## src/rtl/lsu_bus_if.sv

```systemverilog
// Load/store unit bridging the MEM stage to the data-memory bus: lane steering, extension, wait-state timeout.
// Optional: define LSU_MISALIGN_TRAP_EN to reject misaligned accesses instead of aligning them down.
module lsu_bus_if #(
    parameter int ADDR_W      = 32,
    parameter int DATA_W      = 32,
    parameter int TIMEOUT_CYC = 255
) (
    input  logic                  clk,
    input  logic                  rst,
    input  logic                  req_valid,
    output logic                  req_ready,
    input  logic                  req_we,
    input  logic [1:0]            req_size,
    input  logic                  req_unsigned,
    input  logic [ADDR_W-1:0]     req_addr,
    input  logic [DATA_W-1:0]     req_wdata,
    output logic                  resp_valid,
    output logic [DATA_W-1:0]     resp_rdata,
    output logic                  resp_err,
    output logic                  bus_req,
    output logic                  bus_we,
    output logic [ADDR_W-1:0]     bus_addr,
    output logic [DATA_W/8-1:0]   bus_be,
    output logic [DATA_W-1:0]     bus_wdata,
    input  logic [DATA_W-1:0]     bus_rdata,
    input  logic                  bus_ack
);
    localparam int LANES = DATA_W / 8;
    localparam int OFF   = $clog2(LANES);
    localparam int CNT_W = (TIMEOUT_CYC > 1) ? $clog2(TIMEOUT_CYC + 1) : 1;
    localparam logic [CNT_W:0] TMO_LAST = (CNT_W + 1)'(TIMEOUT_CYC);

    typedef enum logic [1:0] {IDLE, BUSY, DONE} state_t;

    // Everything the load path needs once the bus answers.
    typedef struct packed {
        logic           we;
        logic [1:0]     size;
        logic           uns;
        logic [OFF-1:0] off;
    } acc_info_t;

    state_t            state, state_nxt;
    acc_info_t         cur;
    logic [CNT_W-1:0]  cnt;
    logic [CNT_W:0]    cnt_inc;
    logic              tmo, accept, illegal, req_bad;
    logic [OFF-1:0]    size_mask, off_al;
    logic [LANES-1:0]  be_base, be_nxt;
    logic [DATA_W-1:0] wdata_rep, rd_sh, rd_msk, rd_ext;
    logic              rd_sbit;

    assign req_ready  = (state == IDLE);
    assign bus_req    = (state == BUSY);
    assign resp_valid = (state == DONE);
    assign accept     = req_valid && (state == IDLE);
    assign illegal    = (req_size == 2'b11) && (DATA_W < 64);
    assign cnt_inc    = {1'b0, cnt} + {{CNT_W{1'b0}}, 1'b1};
    assign tmo        = (TIMEOUT_CYC != 0) && (cnt_inc == TMO_LAST);

    always_comb begin
        size_mask = '0;
        be_base   = '0;
        wdata_rep = req_wdata;
        case (req_size)
            2'd0: begin
                size_mask = '0;
                be_base   = LANES'(1);
                wdata_rep = {LANES{req_wdata[7:0]}};
            end
            2'd1: begin
                size_mask = OFF'(1);
                be_base   = LANES'(3);
                wdata_rep = {(LANES/2){req_wdata[15:0]}};
            end
            2'd2: begin
                size_mask = OFF'(3);
                be_base   = LANES'(4'hF);
                wdata_rep = {(LANES/4){req_wdata[31:0]}};
            end
            default: begin
                size_mask = '1;
                be_base   = '1;
                wdata_rep = req_wdata;
            end
        endcase
    end

`ifdef LSU_MISALIGN_TRAP_EN
    assign req_bad = illegal || (|(req_addr[OFF-1:0] & size_mask));
    assign off_al  = req_addr[OFF-1:0];
`else
    assign req_bad = illegal;
    assign off_al  = req_addr[OFF-1:0] & ~size_mask;
`endif
    assign be_nxt = be_base << off_al;

    // Right-justify the addressed lanes, then extend from the access size.
    always_comb begin
        rd_sh   = bus_rdata >> {cur.off, 3'b000};
        rd_msk  = '1;
        rd_sbit = 1'b0;
        case (cur.size)
            2'd0:    begin rd_msk = DATA_W'(8'hFF);        rd_sbit = rd_sh[7];  end
            2'd1:    begin rd_msk = DATA_W'(16'hFFFF);     rd_sbit = rd_sh[15]; end
            2'd2:    begin rd_msk = DATA_W'(32'hFFFF_FFFF); rd_sbit = rd_sh[31]; end
            default: begin rd_msk = '1;                     rd_sbit = 1'b0;      end
        endcase
        rd_ext = (rd_sh & rd_msk) | ((rd_sbit && !cur.uns) ? ~rd_msk : '0);
    end

    always_ff @(posedge clk) begin
        if (rst) state <= IDLE;
        else     state <= state_nxt;
    end

    always_comb begin
        state_nxt = state;
        case (state)
            IDLE:    if (accept) state_nxt = req_bad ? DONE : BUSY;
            BUSY:    if (bus_ack || tmo) state_nxt = DONE;
            DONE:    state_nxt = IDLE;
            default: state_nxt = IDLE;
        endcase
    end

    always_ff @(posedge clk) begin
        if (rst) begin
            cur        <= '0;
            cnt        <= '0;
            bus_we     <= 1'b0;
            bus_addr   <= '0;
            bus_be     <= '0;
            bus_wdata  <= '0;
            resp_rdata <= '0;
            resp_err   <= 1'b0;
        end else begin
            case (state)
                IDLE: if (accept) begin
                    cnt      <= '0;
                    resp_err <= req_bad;
                    if (!req_bad) begin
                        cur       <= '{we: req_we, size: req_size, uns: req_unsigned, off: off_al};
                        bus_we    <= req_we;
                        bus_addr  <= {req_addr[ADDR_W-1:OFF], {OFF{1'b0}}};
                        bus_be    <= be_nxt;
                        bus_wdata <= wdata_rep;
                    end
                end
                BUSY: begin
                    // Ack beats a coincident timeout.
                    if (bus_ack)      resp_rdata <= cur.we ? '0 : rd_ext;
                    else if (tmo)     resp_err   <= 1'b1;
                    else              cnt        <= cnt_inc[CNT_W-1:0];
                end
                default: begin
                    resp_rdata <= '0;
                    resp_err   <= 1'b0;
                end
            endcase
        end
    end
endmodule

```

## config.mk

```make
export PLATFORM = sky130hd
export DESIGN_NAME = lsu_bus_if
export DESIGN_NICKNAME = d
export VERILOG_FILES = /design/src/rtl/lsu_bus_if.sv
export SDC_FILE = /design/constraint.sdc
export NUM_CORES = 1
export LEC_CHECK = 0
export BUFFER_PORTS_ARGS = -buffer_cell sky130_fd_sc_hd__buf_2
export CAP_MARGIN = 20
export CORE_MARGIN = 8
export CORE_UTILIZATION = 48
export DETAILED_ROUTE_END_ITERATION = 8
export PLACE_DENSITY = 0.85
export SLEW_MARGIN = 10
export SYNTH_ARGS = -nofsm -noshare
export SYNTH_HDL_FRONTEND = slang
export SYNTH_SLANG_ARGS = --single-unit
export TNS_END_PERCENT = 100
```

## constraint.sdc

```tcl
create_clock -name clk -period 3 [get_ports clk]
set_clock_uncertainty 0.2 [all_clocks]
set_input_delay 0.6 -clock clk [delete_from_list [all_inputs] [get_ports clk]]
set_output_delay 0.6 -clock clk [all_outputs]
set_load 0.005 [all_outputs]
```

Word-level counts from Yosys, hierarchy flattened
Index checks and enable logic that the tools add are counted.
{ "classes": {"addsub": 1, "n_eq_ne": 13, "shifts": 2, "muxes": 21, "n_bitwise": 7, "reduce_logical": 13} }
{ "op_table": {"columns": ["cell", "n"], "rows": [
  ["32-bit one-hot mux with 2 select lines", 3],
  ["32-bit 2-to-1 mux", 3],
  ["32-bit AND", 1],
  ["32-bit NOT", 1],
  ["32-bit OR", 1],
  ["32-bit by 5-bit >> shifter with 32-bit output", 1],
  ["8-bit 2-to-1 mux", 3],
  ["8-bit one-hot mux with 2 select lines", 1],
  ["8-bit by 1-bit adder with 9-bit output (second input constant)", 1],
  ["9-bit by 8-bit == test with 1-bit output (second input constant)", 1],
  ["2-bit by 1-bit inequality test with 1-bit output (second input constant)", 4],
  ["2-bit one-hot mux with 2 select lines", 2],
  ["4-bit one-hot mux with 2 select lines", 1],
  ["2-bit by 1-bit == test with 1-bit output (second input constant)", 3],
  ["2-bit == test (second input constant)", 3],
  ["2-bit logical NOT", 3],
  ["2-bit 2-to-1 mux", 3],
  ["3-bit AND reduction", 2],
  ["2-bit inequality test (second input constant)", 2],
  ["2-bit AND reduction", 2],
  ["4-bit AND reduction", 1],
  ["4-bit by 2-bit << shifter with 4-bit output", 1],
  ["1-bit 2-to-1 mux", 3],
  ["1-bit one-hot mux with 3 select lines", 1],
  ["other kinds (8)", 10]
]} }
{ "totals": {"regBits": 115, "output_inout_bits": 105} }

Depth between registers and ports, before layout
Gate-level depths: netlist of the first run.
{ "logic_depth": {"word_depth": 8, "ltp_mapped": 9, "ltp_nobuf": 7} }

Worst setup path before layout of the first run
No wires, ideal clock.
{ "synth_path": {"kind": "input port to flip-flop", "startpoint": "input bus_rdata[23]", "endpoint": "register resp_rdata[17]", "setup_ns": 0.076, "arrival_time_ns": 1.865, "setup_slack_ns": 0.858, "cell_stages": 6, "path_buffers": 1, "cell_sequence": "mux4_2 -> nor3b_1 -> a2111o_1 -> or3_1 -> buf_6 -> o211ai_2"} }
{ "synth_between": {"elab_chain_len": 8} }
{ "synth_rtl": {"columns": ["element", "line", "source"], "rows": [
  ["from (decl)", "25", "input logic [DATA_W-1:0] bus_rdata,"],
  ["32-bit by 5-bit >> shifter with 32-bit output", "100", "rd_sh = bus_rdata >> {cur.off, 3'b000};"],
  ["1-bit one-hot mux with 3 select lines", "103", "case (cur.size)"],
  ["1-bit logical AND", "109", "rd_ext = (rd_sh & rd_msk) | ((rd_sbit && !cur.uns) ? ~rd_msk : '0);"],
  ["32-bit 2-to-1 mux", "109", null],
  ["32-bit OR", "109", null],
  ["32-bit 2-to-1 mux (2 in series)", "152", "if (bus_ack) resp_rdata <= cur.we ? '0 : rd_ext;"],
  ["32-bit one-hot mux with 2 select lines", "138", "case (state)"],
  ["to (signal assigned)", "152", null],
  ["to (decl)", "18", "output logic [DATA_W-1:0] resp_rdata,"]
]} }
Every way passes these cells. The select of a mux whose other input is x is not followed.
A chain may end at the register's enable or synchronous reset.

Worst setup path in the final report of the first run
{ "layout_path": {"startpoint": "register cnt[0]", "endpoint": "register cnt[5]"} }
{ "layout_between": {"elab_chain_len": 4, "elab_cells_between_ends": 7, "classes_between": "1 x add/sub; 2 x eq/ne; 3 x mux; 1 x reduce/logical"} }
{ "layout_rtl": {"columns": ["element", "line", "source"], "rows": [
  ["from (decl)", "45", "logic [CNT_W-1:0] cnt;"],
  ["from (signal assigned)", "154", "else cnt <= cnt_inc[CNT_W-1:0];"],
  ["8-bit by 1-bit adder with 9-bit output (*)", "58", "assign cnt_inc = {1'b0, cnt} + {{CNT_W{1'b0}}, 1'b1};"],
  ["9-bit by 8-bit == test with 1-bit output / 8-bit 2-to-1 mux (equally long branches)", "59, 153", null],
  ["2-bit inequality test (no line) / 8-bit 2-to-1 mux (equally long branches)", null, null],
  ["4-bit AND reduction (no line) / 8-bit one-hot mux with 2 select lines (equally long branches)", null, null]
]} }
Mark *: on every way between the ends. The rest lies on a longest branch, timed or not. The select of a mux whose other input is x is not followed.

==> results.yml, run 1 <==
finish:
  area_delta_synth_final_pct: 33.3
  antenna_cells: 0
  final_common_cell: "buf_2"
  postLayoutCoreUtil_pct: 66.0
  drive_above_1_share_pct: 32.2
  layout_common_cells: "buf_2 (205), nand2_1 (146), dfxtp_1 (115)"
  final_nets: 925
setup_path:
  critPathCaptureType: "register"
  cp_top_family: "compound AO/OA/AOI/OAI gates"
  crit_required_ns: 3.17
  critPathLaunchType: "register"
  path_cells: "ha_1 > nand3_1 > nor2_1 > xor2_1 > a41o_1 > nor3_1 > o31a_1"
  cpMaxStageDelayCell: "a41o_1"
  path_class: "register to register"
  critPathMaxStageDelay_ns: 0.51
  r2r_setup_slack_ns: 0.57
  crit_fanout: 15
  cp.buffers_inverters: 0
  arrival_ns: 2.60
global_routing:
  antenna_found_initial: 1
  groute.usage.overall_pct: 22.5
  grt_max_degree: 51
  grt_overflow_total: 0
  grt_pass1_wl_um: 26200
  grt_pass1_vias: 5197
synthesis:
  synth_top_cell_by_area: "dfxtp_1"
  synth_edf_count: 0
  synth_area_sq_um: 5140
  avgSynthCellArea_sq_um: 8.17
  synth-simple-area-share_pct: 20.5
  yosysSeqAreaShare_pct: 44.8
  synth_cells: 629
  synth_xor_area_share_pct: 0.341
  synth.area.top_cells: "dfxtp_1 (45%), nand2_1 (11%), a21oi_1 (7.4%)"
  synth_top_family_by_area: "compound AO/OA/AOI/OAI gates"
  synth_cell_types: 48
  synth-compound-area-share_pct: 22.0
  synthAdderAreaFrac_pct: 0.487
  ys_ff_latch: 115
  netlist.area_leader.share_pct: 44.8
  yosysWarnings: 0
  async_flop_share_pct: 0
  synthFlopType: "dfxtp_1"
  synthMuxAreaShare_pct: 6.89
floorplan:
  floorplan.initialDensity_pct: 49.5
  dieArea_sq_um: 14300
  die_h_um: 119
  fp-row-count: 37
  core_area_sq_um: 10400
  die_w_um: 119
  ios: 209
cts:
  clock_latency_ns: 0.49
  cts.clk_slew.worst_paths_ns: 0.06
  ctsResizeCount: 0
  cts_setup_buffers: 0
  cts_made_buffers: 17
  cts_tree: "built"
  htree_levels: 4
  cts_buffer_depth: 2
  cts_num_sinks: 115
  cts_root_buffer: "clkbuf_8"
  cts_hold_buf: 0
routing:
  drt_wl_total_um: 16600
  drt_first_iter_violations: 437
  dr.pass1.iters: 6
  vias_per_cell: 5.45
  vias: 5277
  drc: 0
  ant_nets: 0
  wl_per_cell_um: 17.2
sta:
  setup_viol: 0
  min_period_over_period_pct: 80.9
  worst_hold_slack_ns: 0.142
  rsz0062_at_grt: "false"
  tightest_slew_ns: 0.688
  layout_min_cycle_time_ns: 2.43
  maxSlewHeadroom_pct: 54.0
  drv_slew: 0
  tns_ns: 0
  fmax_ghz: 0.412
  hold_viol_final: 0
power_and_ir_drop:
  ir_worst_vdd_mv: 0.404
  power_density_nw_per_um2: 612
  p_leak_nw: 3.12
placed_design:
  io_buffers: 206
  routabilityCongestion: 0.898
  place.detailed.hpwl_um: 12300
flow_run:
  maxCapViolations: 0
status:
  status: "completed"
hold_path:
  hold_class: "input pin to register"
cells in the mapped netlist (2+ instances only):
master       n
nand2_1    146
dfxtp_1    115
a21oi_1     76
nor2_1      48
mux2i_1     32
clkbuf_1    31
o21ai_0     31
nor2b_1     10
a211oi_1     8
a22oi_1      8
a311oi_1     8
o211ai_2     8
a211o_1      7
a221o_1      7
a32oi_1      7
buf_1        7
buf_2        7
nand3_1      7
or3_1        7
inv_1        6
nor3_1       6
buf_4        5
and2_1       4
and3_1       3
nand2b_1     3
a2bb2oi_1    2
a31oi_1      2
a41o_1       2
ha_1         2
nand4_1      2
nor3_2       2
nor3b_1      2
o211ai_1     2
xor2_1       2
metal layers:
layer,GRT usage [%],up-vias,part of all wire (%)
met3,10.6,24,11
li1,-,2578,-
met4,7.42,2,1.6
met2,38.5,257,48
met5,0,-,0.060
met1,24.1,2416,39
worst register-to-register path: stages, from the launching register on:
cell	delay, ns
dfxtp_1	0.41
ha_1	0.27
nand3_1	0.14
nor2_1	0.15
xor2_1	0.28
a41o_1	0.51
nor3_1	0.11
o31a_1	0.24
kinds of logic after synthesis:
kind of cell | after synthesis
XOR/XNOR | 2
other | 1
adder cells (fa/ha/maj) | 2
flip-flops | 115
AND/OR/NAND/NOR | 244
buffers and inverters | 57
multiplexers | 34
AO/OA/AOI/OAI | 174
flip-flops by register name (all words and copies together) (netlist names):
signal      cells
bus_addr       30
bus_be          4
bus_wdata      32
cnt             8
cur             6
resp_err        1
resp_rdata     32
state           2
area by class of cell:
cell class / count / area (sq um)
Clock buffer: 18 / 428
Clock inverter: 14 / 153
Fill cell: 892 / 3520
Inverter: 6 / 22.5
Multi-Input combinational cell: 458 / 2600
Sequential cell: 115 / 2300
Tap cell: 136 / 170
Timing Repair Buffer: 221 / 1170
report_power, final:
| part | total (mW) | switching (mW) | internal (mW) |
|---|---|---|---|
| combinational | 0.565 | 0.325 | 0.239 |
| clock | 1.96 | 0.741 | 1.21 |
| sequential | 1.67 | 0.0503 | 1.62 |
metrics by stage:
step,worst slack [ns],instances,power [mW],cell area [sq um]
after floorplan,0.858,630,2.00,5140
after global placement,0.542,936,2.25,6270
after detailed placement,0.510,936,2.26,6270
after CTS,0.640,968,4.22,6850
after global routing,0.410,968,4.36,6850
final,0.573,968,4.19,6850
final timing paths:
check                            startpoint           to  cells after the start
worst min-delay path            req_addr[9]  bus_addr[9]                      3
worst min register to register  bus_addr[2]  bus_addr[2]                      2
worst max-delay path                 cnt[0]       cnt[5]                      7
worst max register to register       cnt[0]       cnt[5]                      7
Note: power is estimated with default switching activity, not from simulation.
==> run 2: changes to the inputs <==
Clock period 3 ns to 2.45 ns, I/O delays scaled along.
==> results.yml, run 2 (synthesized netlist as in run 1, its figures left out) <==
floorplan:
  ios: 209
  dieArea_sq_um: 14300
  die_w_um: 119
  core_area_sq_um: 10400
  floorplan.initialDensity_pct: 49.5
  die_h_um: 119
  fp-row-count: 37
hold_path:
  hold_class: "input pin to register"
setup_path:
  critPathLaunchType: "register"
  crit_fanout: 10
  cp_top_family: "compound AO/OA/AOI/OAI gates"
  arrival_ns: 2.49
  crit_required_ns: 2.69
  path_class: "register to register"
  cp.buffers_inverters: 0
  critPathCaptureType: "register"
  r2r_setup_slack_ns: 0.20
  critPathMaxStageDelay_ns: 0.53
  path_cells: "mux4_2 > nor3b_1 > a2111o_1 > nor3_2 > a221o_1"
  cpMaxStageDelayCell: "dfxtp_1"
finish:
  final_nets: 929
  postLayoutCoreUtil_pct: 66.6
  drive_above_1_share_pct: 32.5
  final_area_sq_um: 6910
  area_delta_synth_final_pct: 34.5
  layout_common_cells: "buf_2 (205), nand2_1 (146), dfxtp_1 (115)"
  top_regs: "bus_wdata x32, resp_rdata x32, bus_addr x30"
  fin_cells: 973
  final_common_cell: "buf_2"
cts:
  cts_num_sinks: 115
  htree_levels: 4
  cts_hold_buf: 0
  cts.clk_slew.worst_paths_ns: 0.06
  cts_tree: "built"
  cts_made_buffers: 17
  cts_buffer_depth: 2
  cts_setup_buffers: 0
  clock_latency_ns: 0.50
  ctsResizeCount: 0
  cts_root_buffer: "clkbuf_8"
sta:
  rsz0062_at_grt: "false"
  tns_ns: 0
  drv_slew: 0
  worst_hold_slack_ns: 0.0201
  setup_viol: 0
  maxSlewHeadroom_pct: 57.9
  hold_viol_final: 0
  layout_min_cycle_time_ns: 2.25
  fmax_ghz: 0.445
  tightest_slew_ns: 0.630
  min_period_over_period_pct: 91.8
placed_design:
  place.detailed.hpwl_um: 12300
  dpl.cell_count: 940
  placed_area_sq_um: 6300
  routabilityCongestion: 0.896
  io_buffers: 206
status:
  status: "completed"
routing:
  drt_first_iter_violations: 322
  drc: 0
  wl_per_cell_um: 17.0
  vias: 5235
  drt_wl_total_um: 16600
  ant_nets: 0
  dr.pass1.iters: 5
  vias_per_cell: 5.38
global_routing:
  groute.usage.overall_pct: 22.4
  grt_pass1_vias: 5165
  grt_max_degree: 84
  grt_overflow_total: 0
  antenna_found_initial: 0
  grt_pass1_wl_um: 25900
power_and_ir_drop:
  ir_worst_vdd_mv: 0.502
  power_density_nw_per_um2: 760
  p_leak_nw: 3.16
flow_run:
  maxCapViolations: 0
-- run 2: changes by cell type in the layout (fill, tap and decap cells not counted), sizes merged --
cell and change:
inv -3, bufinv +2, clkinv +3, buf +4
clkinvlp -3, diode +1, clkbuf +1
-- run 2: area by class of cell --
| cell class | count | area [sq um] |
|---|---|---|
| well taps | 136 | 170 |
| clock inverters | 13 | 183 |
| fillers | 881 | 3460 |
| diodes | 1 | 2.50 |
| inverters | 6 | 22.5 |
| repair buffers | 225 | 1200 |
| multi-input cells | 458 | 2610 |
| flip-flops and latches | 115 | 2300 |
| clock buffers | 19 | 422 |
-- run 2: worst register-to-register path, cell delays in order (launching register included) --
cell	delay (ns)
dfxtp_1	0.53
mux4_2	0.34
nor3b_1	0.06
a2111o_1	0.43
nor3_2	0.43
a221o_1	0.20
-- run 2: final timing paths --
| kind | start | endpoint | cells after the start |
|---|---|---|---|
| worst max-delay path | cur[1] | resp_rdata[30] | 5 |
| worst min-delay path | req_addr[8] | bus_addr[8] | 3 |
| worst max register to register | cur[1] | resp_rdata[30] | 5 |
| worst min register to register | bus_wdata[4] | bus_wdata[4] | 2 |
-- run 2: per-stage QoR --
stage,power (mW),setup slack (ns)
3_5_place_dp,2.78,0.0739
4_1_cts,5.29,0.0847
3_3_place_gp,2.76,0.0935
6_report,5.25,0.202
2_1_floorplan,2.45,0.375
5_1_grt,5.46,0.0611
-- run 2: power breakdown --
part	leakage, nW	internal, mW	switching (mW)	total, mW
clock	0.296	1.65	0.863	2.51
combinational	1.92	0.296	0.398	0.693
sequential	0.939	1.98	0.0619	2.04
total	3.16	3.93	1.32	5.25
-- run 2: routing by layer --
layer  global-route usage [%]  up-vias  routed length [um]
li1                         -     2584                   -
met1                     23.5     2385                6280
met4                     8.98        0                 410
met2                     37.5      236                7900
met5                        0        -                   0
met3                     11.1       30                2000
==> run 3: changes to the inputs <==
--- a/config.mk
+++ b/config.mk
@@ -12,7 +12,8 @@
 export DETAILED_ROUTE_END_ITERATION = 8
 export PLACE_DENSITY = 0.85
+export RECOVER_POWER = 100
 export SLEW_MARGIN = 10
 export SYNTH_ARGS = -nofsm -noshare
 export SYNTH_HDL_FRONTEND = slang
 export SYNTH_SLANG_ARGS = --single-unit
-export TNS_END_PERCENT = 100
+export TNS_END_PERCENT = 10
==> constraint.sdc (replaced) <==
create_clock -name clk -period 2.45 [get_ports clk]
set_clock_uncertainty 0.2 [all_clocks]
set_input_delay 0.1225 -clock clk [delete_from_list [all_inputs] [get_ports clk]]
set_output_delay 0.1225 -clock clk [all_outputs]
set_load 0.005 [all_outputs]
==> results.yml, run 3 (synthesized netlist as in run 1, its figures left out) <==
setup_path:
  crit_fanout: 19
  critPathMaxStageDelay_ns: 0.61
  arrival_ns: 2.60
  critPathCaptureType: "register"
  path_class: "register to register"
  crit_required_ns: 2.64
  path_cells: "buf_6 > mux2i_1 > nand2_1 > a32oi_1 > dlygate4sd3_1 > nor2_1"
  rr_worst_depth: 6
  cpMaxStageDelayCell: "dlygate4sd3_1"
  critPathLaunchType: "register"
floorplan:
  fp-row-count: 37
  ios: 209
  core_area_sq_um: 10400
  dieArea_sq_um: 14300
  die_h_um: 119
  floorplan.initialDensity_pct: 49.5
  die_w_um: 119
finish:
  area_delta_synth_final_pct: 57.9
  fin_cells: 1100
  layout_common_cells: "nand2_1 (145), dlygate4sd3_1 (126), buf_2 (117)"
  drive_above_1_share_pct: 19.4
  final_common_cell: "nand2_1"
  top_regs: "bus_wdata x32, resp_rdata x32, bus_addr x30"
  final_nets: 1054
cts:
  cts_root_buffer: "clkbuf_8"
  cts_made_buffers: 17
  cts_num_sinks: 115
  cts_buffer_depth: 2
  cts.clk_slew.worst_paths_ns: 0.06
  clock_latency_ns: 0.51
  htree_levels: 4
  cts_tree: "built"
power_and_ir_drop:
  p_leak_nw: 3.36
  ir_worst_vdd_mv: 0.573
  power_density_nw_per_um2: 689
sta:
  rsz0062_at_grt: "true"
  drv_slew: 0
  layout_min_cycle_time_ns: 2.41
  min_period_over_period_pct: 98.2
  hold_viol_final: 0
  maxSlewHeadroom_pct: 56.4
  tightest_slew_ns: 0.652
  fmax_ghz: 0.416
  tns_ns: 0
  setup_viol: 0
status:
  status: "completed"
routing:
  vias: 6455
  drt_wl_total_um: 23000
  dr.pass1.iters: 6
  vias_per_cell: 5.87
  drt_first_iter_violations: 767
  wl_per_cell_um: 20.9
  ant_nets: 0
  drc: 0
placed_design:
  routabilityCongestion: 0.936
  io_buffers: 206
  place.detailed.hpwl_um: 12200
  dpl.cell_count: 937
global_routing:
  grt_pass1_wl_um: 35200
  grt_overflow_total: 0
  grt_pass1_vias: 6512
  grt_max_degree: 63
  groute.usage.overall_pct: 30.5
  antenna_found_initial: 3
hold_path:
  worstHoldPathCells: 5
  hold_class: "input pin to register"
flow_run:
  maxCapViolations: 0
[run 3: worst paths after layout]
| kind | slack (ns) | startpoint | end |
|---|---|---|---|
| hold reg to reg | 0.26 | bus_wdata[3] | bus_wdata[3] |
| setup reg to reg | 0.04 | cur[1] | resp_rdata[5] |
| hold / removal | 0.03 | bus_rdata[12] | resp_rdata[12] |
| setup / recovery | 0.04 | cur[1] | resp_rdata[5] |
[run 3: repair_timing]
item / CTS / global route
setup buffers: 0 / 1
setup endpoints to repair: 0 / 37
hold buffers: 126 / 0
hold endpoints to repair: 106 / 0
gates resized for setup: 0 / 7
[run 3: cell type report]
class	count	area (sq um)
multi-input cells	458	2620
repair buffers	350	2370
flip-flops and latches	115	2300
fillers	657	2260
clock buffers	20	435
clock inverters	12	181
well taps	136	170
inverters	6	22.5
diodes	3	7.51
[run 3: per-layer routing]
metal  part of all wire (%)  GRT usage, %  up-vias
met1                     35          32.9     2938
met5                      0             0        -
met3                     12          10.8      130
met2                     47          51.5      544
li1                       -             -     2843
met4                    6.0          16.5        0
[run 3: where the power goes]
part	switching (mW)	internal [mW]
sequential	0.0774	1.98
combinational	0.512	0.421
clock	0.910	1.68
total	1.50	4.08
[run 3: through the flow]
step	instance area [sq um]	hold WS, ns	utilization, %	setup slack (ns)	power, mW
2_1_floorplan	5140	0.0585	-	0.375	2.45
3_3_place_gp	6270	0.163	60.5	0.174	2.76
3_5_place_dp	6270	0.169	60.5	0.0554	2.77
4_1_cts	8150	0.000223	78.6	0.0308	5.49
5_1_grt	8110	0.0447	78.2	-0.0166	5.74
6_report	8110	0.0305	78.2	0.0447	5.58
[run 3: worst max-delay path: cells and delay by family, from the launching register on]
family / cells / cell delay [ns]
multiplexers: 1 / 0.30
AND/OR/NAND/NOR: 2 / 0.14
AO/OA/AOI/OAI: 1 / 0.24
buffers and inverters: 2 / 0.88
flip-flops: 1 / 0.52
